--- src/rtl/return_addr_stack_pkg.sv ---
// return_addr_stack_pkg: shared constants and operation decode for the return-address stack
package return_addr_stack_pkg;

    localparam int RAS_DEPTH_DEFAULT = 8;
    localparam int ADDR_W            = 32;
    localparam int LINK_OFFSET       = 8;

    typedef enum logic [1:0] {
        OP_NONE,
        OP_PUSH,
        OP_POP,
        OP_REPL
    } ras_op_e;

    // A call in the slot of a return replaces the top, unless there is no top to replace.
    function automatic ras_op_e decode_op(input logic push, input logic pop, input logic empty);
        if (push && pop && !empty) return OP_REPL;
        if (push)                  return OP_PUSH;
        if (pop)                   return OP_POP;
        return OP_NONE;
    endfunction

endpackage

--- src/rtl/ras_ptr_ctrl.sv ---
// ras_ptr_ctrl: stack pointer, occupancy, sticky flags and write control for the return-address stack
module ras_ptr_ctrl
    import return_addr_stack_pkg::*;
#(
    parameter int DEPTH = RAS_DEPTH_DEFAULT,
    parameter int CNT_W = $clog2(DEPTH + 1),
    parameter int PTR_W = $clog2(DEPTH)
) (
    input  logic             clk,
    input  logic             reset,
    input  logic             stall_i,
    input  logic             flush_i,
    input  logic             push_i,
    input  logic             pop_i,
    output logic [PTR_W-1:0] tp_o,
    output logic [CNT_W-1:0] count_o,
    output logic             overflow_o,
    output logic             underflow_o,
    output logic             we_o,
    output logic [PTR_W-1:0] widx_o
);

    logic [PTR_W-1:0] tp_q, tp_d;
    logic [CNT_W-1:0] count_q, count_d;
    logic             ovf_q, ovf_d, unf_q, unf_d;
    logic             empty, full;
    ras_op_e          op;

    assign empty = count_q == '0;
    assign full  = count_q == CNT_W'(DEPTH);

    // Next state: flush beats stall, stall masks push/pop; a full push wraps over the oldest entry.
    always_comb begin
        op      = (flush_i || stall_i) ? OP_NONE : decode_op(push_i, pop_i, empty);
        tp_d    = tp_q;
        count_d = count_q;
        ovf_d   = ovf_q;
        unf_d   = unf_q;
        if (flush_i) begin
            tp_d    = '0;
            count_d = '0;
        end else if (op == OP_PUSH) begin
            tp_d    = tp_q + PTR_W'(1);
            count_d = full ? count_q : count_q + CNT_W'(1);
            ovf_d   = ovf_q | full;
        end else if (op == OP_POP) begin
            if (empty) begin
                unf_d = 1'b1;
            end else begin
                tp_d    = tp_q - PTR_W'(1);
                count_d = count_q - CNT_W'(1);
            end
        end
    end

    // State register with synchronous active-low reset.
    always_ff @(posedge clk) begin
        if (!reset) begin
            tp_q    <= '0;
            count_q <= '0;
            ovf_q   <= 1'b0;
            unf_q   <= 1'b0;
        end else begin
            tp_q    <= tp_d;
            count_q <= count_d;
            ovf_q   <= ovf_d;
            unf_q   <= unf_d;
        end
    end

    assign we_o        = reset && (op == OP_PUSH || op == OP_REPL);
    assign widx_o      = (op == OP_REPL) ? tp_q - PTR_W'(1) : tp_q;
    assign tp_o        = tp_q;
    assign count_o     = count_q;
    assign overflow_o  = ovf_q;
    assign underflow_o = unf_q;

endmodule

--- src/rtl/return_addr_stack.sv ---
// return_addr_stack: decode-stage return-address stack; optional RAS_MISPRED_CNT_EN adds a misprediction counter
module return_addr_stack
    import return_addr_stack_pkg::*;
#(
    parameter int WIDTH = ADDR_W,
    parameter int DEPTH = RAS_DEPTH_DEFAULT,
    parameter int CNT_W = $clog2(DEPTH + 1)
) (
    input  logic             clk,
    input  logic             reset,
    input  logic             stall,
    input  logic             flush,
    input  logic             push,
    input  logic [WIDTH-1:0] push_addr,
    input  logic             pop,
    output logic [WIDTH-1:0] top_addr,
    output logic             top_valid,
    output logic [CNT_W-1:0] count,
    output logic             overflow,
    output logic             underflow
`ifdef RAS_MISPRED_CNT_EN
    ,
    input  logic             resolve_valid,
    input  logic [WIDTH-1:0] resolve_addr,
    input  logic [WIDTH-1:0] resolve_pred,
    output logic [31:0]      mispred_cnt
`endif
);

    localparam int PTR_W = $clog2(DEPTH);

    logic [WIDTH-1:0] mem_q [DEPTH];
    logic [PTR_W-1:0] tp, widx;
    logic             we;

    ras_ptr_ctrl #(.DEPTH(DEPTH), .CNT_W(CNT_W), .PTR_W(PTR_W)) u_ptr (
        .clk        (clk),
        .reset      (reset),
        .stall_i    (stall),
        .flush_i    (flush),
        .push_i     (push),
        .pop_i      (pop),
        .tp_o       (tp),
        .count_o    (count),
        .overflow_o (overflow),
        .underflow_o(underflow),
        .we_o       (we),
        .widx_o     (widx)
    );

    // Storage is deliberately not reset; occupancy alone decides what is visible.
    always_ff @(posedge clk) begin
        if (we) mem_q[widx] <= push_addr;
    end

    assign top_valid = count != '0;
    assign top_addr  = top_valid ? mem_q[tp - PTR_W'(1)] : '0;

`ifdef RAS_MISPRED_CNT_EN
    logic [31:0] mispred_q, mispred_d;

    // Count resolved returns whose target differed from the prediction, saturating at all-ones.
    always_comb begin
        mispred_d = (resolve_valid && resolve_addr != resolve_pred && mispred_q != '1) ? mispred_q + 32'd1 : mispred_q;
    end

    // Counter register; only reset clears it, flush and stall do not.
    always_ff @(posedge clk) begin
        if (!reset) mispred_q <= '0;
        else        mispred_q <= mispred_d;
    end

    assign mispred_cnt = mispred_q;
`endif

endmodule

--- config.mk ---
export PLATFORM = sky130hd
export DESIGN_NAME = return_addr_stack
export DESIGN_NICKNAME = d
export VERILOG_FILES = /design/src/rtl/return_addr_stack_pkg.sv /design/src/rtl/ras_ptr_ctrl.sv /design/src/rtl/return_addr_stack.sv
export SDC_FILE = /design/constraint.sdc
export NUM_CORES = 1
export LEC_CHECK = 0
export ABC_CLOCK_PERIOD_IN_PS = 6750
export BUFFER_PORTS_ARGS = -buffer_cell sky130_fd_sc_hd__buf_4
export CORE_MARGIN = 3
export CORE_UTILIZATION = 60
export CTS_CLUSTER_SIZE = 14
export DETAILED_ROUTE_END_ITERATION = 8
export PLACE_DENSITY = 0.87
export SLEW_MARGIN = 5
export SYNTH_ARGS = -nofsm -noshare
export SYNTH_HDL_FRONTEND = slang
export SYNTH_HIERARCHICAL = 1
export SYNTH_SLANG_ARGS = --single-unit
--- constraint.sdc ---
create_clock -name clk -period 6.75 [get_ports clk]
set_clock_uncertainty 0.1 [all_clocks]
set_input_delay 1.6875 -clock clk [delete_from_list [all_inputs] [get_ports clk]]
set_output_delay 1.6875 -clock clk [all_outputs]
set_load 0.02 [all_outputs]
Yosys cells after proc, flatten, opt, wreduce, memory -nomap -nowiden --
Memory sizes are Yosys's and may differ from the RTL's. Cells that the tools add are included.
Operators by class: $add $sub $neg 4, equal/unequal tests 6, muxes and demuxes 24, bitwise operators 4, reduce and logical (&&, ||, !) cells 14
Operators by type and width (number):
- $mux W32 | 1
- $mux W4 | 4
- $mux W2 | 7
- $mux W3 | 4
- $mux W1 | 8
- $add A4 B1 Y4 const B | 1
- $eq A2 B2 Y1 const B | 2
- $eq A4 B4 Y1 const B | 1
- $logic_not A4 Y1 | 1
- $ne A2 B2 Y1 const B | 2
- $reduce_and A2 Y1 | 2
- $reduce_and A4 Y1 | 1
- $reduce_bool A4 Y1 | 1
- $sub A4 B1 Y4 const B | 1
- $add A3 B1 Y3 const B | 1
- $logic_and A1 B1 Y1 | 3
- $not A1 Y1 | 3
- $reduce_and A3 Y1 | 1
- $sub A3 B1 Y3 const B | 1
- $eq A2 B1 Y1 const B | 1
- $logic_or A1 B1 Y1 | 2
- $reduce_bool A2 Y1 | 1
- $reduce_or A2 Y1 | 1
- $logic_not A1 Y1 | 1
- $or A1 B1 Y1 | 1
Storage, ports and cells: flip-flop bits (word level) 9, bits in writable memories 256, bits of input ports 38, output and inout bits 39, logic and storage cells 57, memories 1
Memory list:
- mem_q | depth 8, bits a word 32, read ports 1, clocked after Yosys merged registers in 0, write ports 1, RTL line return_addr_stack.sv:32 | logic [WIDTH-1:0] mem_q [DEPTH];

Logic depth before layout (Yosys ltp) --
depth in word-level cells 16, gate-level depth with buffers 12, depth with buffers taken out 10

Hierarchy --
The synthesis kept the hierarchy.
By module, submodules not included:
- return_addr_stack | times used 1, cells each 394, area an instance 9689.3 um^2, sequential area each 7687.4 um^2
- ras_ptr_ctrl | times used 1, cells each 78, area an instance 681.9 um^2, sequential area each 180.2 um^2

Worst setup path before layout --
Ideal clock, no wire load.
path kind in2reg, start point input port stall, end point memory mem_q[0][0] (netlist name), enable pin, setup time 461 ps, arrival time 4846 ps, required time 6189 ps, path slack 1343 ps, stages on the path 8, buffers on the path 0, cells stage by stage nor2_1 nand3_1 inv_1 ha_1 nand2_1 xnor2_1 nand2b_1 nor3_1
Between the ends: elaborated cells on any way between the ends 9, classes of those cells 2 x eq/ne; 4 x mux; 3 x reduce/logical
RTL lines:
- start: declaration | RTL line return_addr_stack.sv:11 | input logic stall,
- $logic_or A1 B1 Y1 | RTL line ras_ptr_ctrl.sv:34 | op = (flush_i || stall_i) ? OP_NONE : decode_op(push_i, pop_i, empty);
- $mux W2 | RTL line ras_ptr_ctrl.sv:34
- $eq A2 B2 Y1 | RTL line ras_ptr_ctrl.sv:72 | assign widx_o = (op == OP_REPL) ? tp_q - PTR_W'(1) : tp_q;
- $mux W3 | RTL line ras_ptr_ctrl.sv:72
- named net widx[2] | RTL line return_addr_stack.sv:33 | logic [PTR_W-1:0] tp, widx;
- end: declaration | RTL line return_addr_stack.sv:32
The timed path passes the listed nets, and every way through them passes these cells.

Worst setup path in the final report --
start point register u_ptr.tp_q[0], in the netlist u_ptr/tp_o[0], end point output port top_addr[0]
Between the ends: word-level cells in the longest chain between the ends 3
RTL lines:
- start: declaration | RTL line ras_ptr_ctrl.sv:23 | logic [PTR_W-1:0] tp_q, tp_d;
- start signal: assignment | RTL line ras_ptr_ctrl.sv:64 | tp_q <= tp_d;
- $sub A3 B1 Y3 | RTL line return_addr_stack.sv:57 | assign top_addr = top_valid ? mem_q[tp - PTR_W'(1)] : '0;
- $mem_v2 Z8 W32
- $mux W32 | RTL line return_addr_stack.sv:57
- end: declaration | RTL line return_addr_stack.sv:16 | output logic [WIDTH-1:0] top_addr,
Every way passes these cells.

==> flow_summary.json <==
{
  "met2_wirelength_um": 10800,
  "slowest_stage": "buf_4",
  "critical_path.most_common_cell": "buf_4",
  "peakVddDrop_mv": 0.200,
  "fin_crit_sh_pct": 72.0,
  "ys_ff_latch": 265,
  "critPathMaxFanout": 56,
  "num-fill-cells": 920,
  "cts-root-buf": "clkbuf_16",
  "cpPeakStageDelay_ns": 0.86,
  "placed_cell_area_sq_um": 11200,
  "slew_violations": 0,
  "layout_common_cells": "edfxtp_1 (256), buf_4 (79), mux4_2 (58)",
  "viasPerCell": 6.55,
  "worstSetupEndpointType": "output port",
  "area_delta_synth_final_pct": 15.4,
  "ys_warn_count": 6,
  "r2r_setup_slack_ns": 2.78,
  "tightest_slew_ns": 1.26,
  "r2r_cells": 10,
  "synth_area_leaders": "edfxtp_1 (74%), mux4_2 (13%), a22o_1 (2.7%), dfxtp_1 (1.7%), mux4_1 (1.5%)",
  "final.setup.tns_ns": 0,
  "postCtsHoldBufs": 0,
  "fin_area_sq_um": 12000,
  "grt_pass1_wl_um": 32100,
  "grtUsageTotal_pct": 23.4,
  "status": "finished, final reports clean",
  "slew_headroom_pct": 16.1,
  "cp_cell_sequence": "buf_4 > mux4_1 > a22o_1 > buf_4",
  "met1Wirelength_um": 7970,
  "period_needed_ns": 4.86,
  "r2r_end": "mem_q[4][23]",
  "synth_nets": 519,
  "worstSetupStartpointType": "register",
  "dieHeight_um": 137,
  "layout.nets": 603,
  "io_pins": 77,
  "cp_data_required_time_ns": 4.96,
  "ys_types": 39,
  "routabilityCongestion": 0.725,
  "powerDensity_nw_per_um2": 277,
  "drt_iter0_markers": 545,
  "floorplan.initialDensity_pct": 61.9,
  "dr.max_layer_used": "met4",
  "yosysTopAreaCell": "edfxtp_1",
  "port_buffers": 76,
  "crit_type": "reg -> out",
  "cts_setup_buffers": 0,
  "fin_cells": 793,
  "netlist_instances": 472,
  "hold_path_depth": 1,
  "drt-total-wl_um": 21400,
  "min_path_type": "reg -> reg",
  "num_vias": 5192,
  "hold_viol_final": 0,
  "synth_area_sq_um": 10400,
  "max-cap-violations": 0,
  "grt_pass1_vias": 5277,
  "drc": 0,
  "yosysTopAreaCellShare_pct": 74.1,
  "total_leakage_power_nw": 3.87,
  "whs_endpoint": "u_ptr/underflow_o",
  "synth_area_per_cell_sq_um": 22.0,
  "total_power_mw": 3.31,
  "place_inst": 748,
  "wl_per_cell_um": 27.0,
  "grt_start_max_net_pins": 65,
  "final_common_cell": "edfxtp_1",
  "antenna_found_initial": 0,
  "ctsResizeCount": 0,
  "die-area_sq_um": 18900,
  "clkLatencyLatePin_ns": 0.51,
  "overflow": 0,
  "firstDrtPassIters": 5,
  "path_buf_inv": 2,
  "cts.sinks": 265,
  "min-delay-start": "u_ptr/underflow_o",
  "dpl.hpwl_um": 10800,
  "htree_levels": 1,
  "cts_tree": "yes",
  "cp.arrival_ns": 3.07,
  "setup_violations": 0,
  "r2r_start": "u_ptr/count_o[1]",
  "cpLargestDelayFamily": "buffers and inverters",
  "fmax_ghz": 0.206,
  "diodes": 0,
  "routed-wl-met3_um": 1930,
  "clock_path_buffers": 3,
  "layout-drive-gt1-share_pct": 33.0,
  "ys_seq_area_share_pct": 75.9,
  "numCtsBuffers": 26,
  "rsz0062_at_grt": "false",
  "die_w_um": 137,
  "cts.clk_slew.worst_paths_ns": 0.06,
  "ant_nets": 0,
  "coreArea_sq_um": 16800,
  "rows": 47
}
==> synth_stat cells, drive strengths merged <==
library cell  instances
a31oi                 1
a31o                  1
a221oi                2
dfxtp                 9
nand2                 7
o21a                  2
or2b                  1
nor2                 15
o21ai                 1
nor4                  2
and3                  1
and2                  1
ha                    9
a21oi                 4
nor3                  4
a22o                 32
mux4                 64
nor4b                 1
inv                   9
nand3                 2
mux2i                 5
xor2                  2
edfxtp              256
or4                   1
or3                   1
xnor2                 5
nor2b                 3
buf                  19
a211oi                2
nand2b                5
clkbuf                4
o22ai                 1
==> cell families after synthesis <==
logic type	Yosys count	synth area share [%]
fa+ha+maj	9	1.09
buf+inv	32	1.93
compound gates	46	3.67
simple gates	44	2.20
mux	69	14.6
xor+xnor	7	0.664
flops	265	75.9
==> sequential cells by signal, indices dropped and copies added (netlist names) <==
signal	flops
u_ptr/underflow_o	1
u_ptr/overflow_o	1
mem_q	256
u_ptr/tp_o	3
u_ptr/count_o	4
==> per-stage QoR <==
stage | utilization, % | hold WS [ns] | setup WS [ns]
floorplan | - | 0.430 | 1.34
global placement | 66.6 | 0.355 | 2.17
detailed placement | 66.6 | 0.359 | 1.97
CTS | 71.4 | 0.374 | 1.79
global route | 71.4 | 0.397 | 1.66
finish | 71.4 | 0.373 | 1.89
==> routing by layer <==
metal,up-vias,global-route usage [%]
met4,0,9.42
met1,2660,32.5
met2,325,37.7
met3,53,3.94
met5,-,0
li1,2154,-
==> power breakdown <==
group          internal [mW]  switching (mW)
logic                 0.0519          0.0726
clock network          0.800           0.574
registers               1.81         0.00351
==> cell type report <==
class | count | area, sq um | area share, %
Clock inverter | 14 | 116 | 0.972
Sequential cell | 265 | 7870 | 65.8
Timing Repair Buffer | 79 | 593 | 4.96
Clock buffer | 31 | 691 | 5.77
Tap cell | 220 | 275 | 2.30
Inverter | 9 | 33.8 | 0.282
Multi-Input combinational cell | 175 | 2390 | 19.9
==> worst max-delay path by stage <==
stage | endpoint | depth (start not counted) | start
2_1_floorplan | mem_q[0][0] | 8 | stall
3_3_place_gp | mem_q[4][30] | 10 | stall
3_5_place_dp | mem_q[4][31] | 10 | flush
4_1_cts | top_addr[0] | 4 | u_ptr/tp_o[0]
5_1_grt | top_addr[0] | 4 | u_ptr/tp_o[0]
6_report | top_addr[0] | 4 | u_ptr/tp_o[0]
Note: power is estimated with default switching activity, not from simulation.
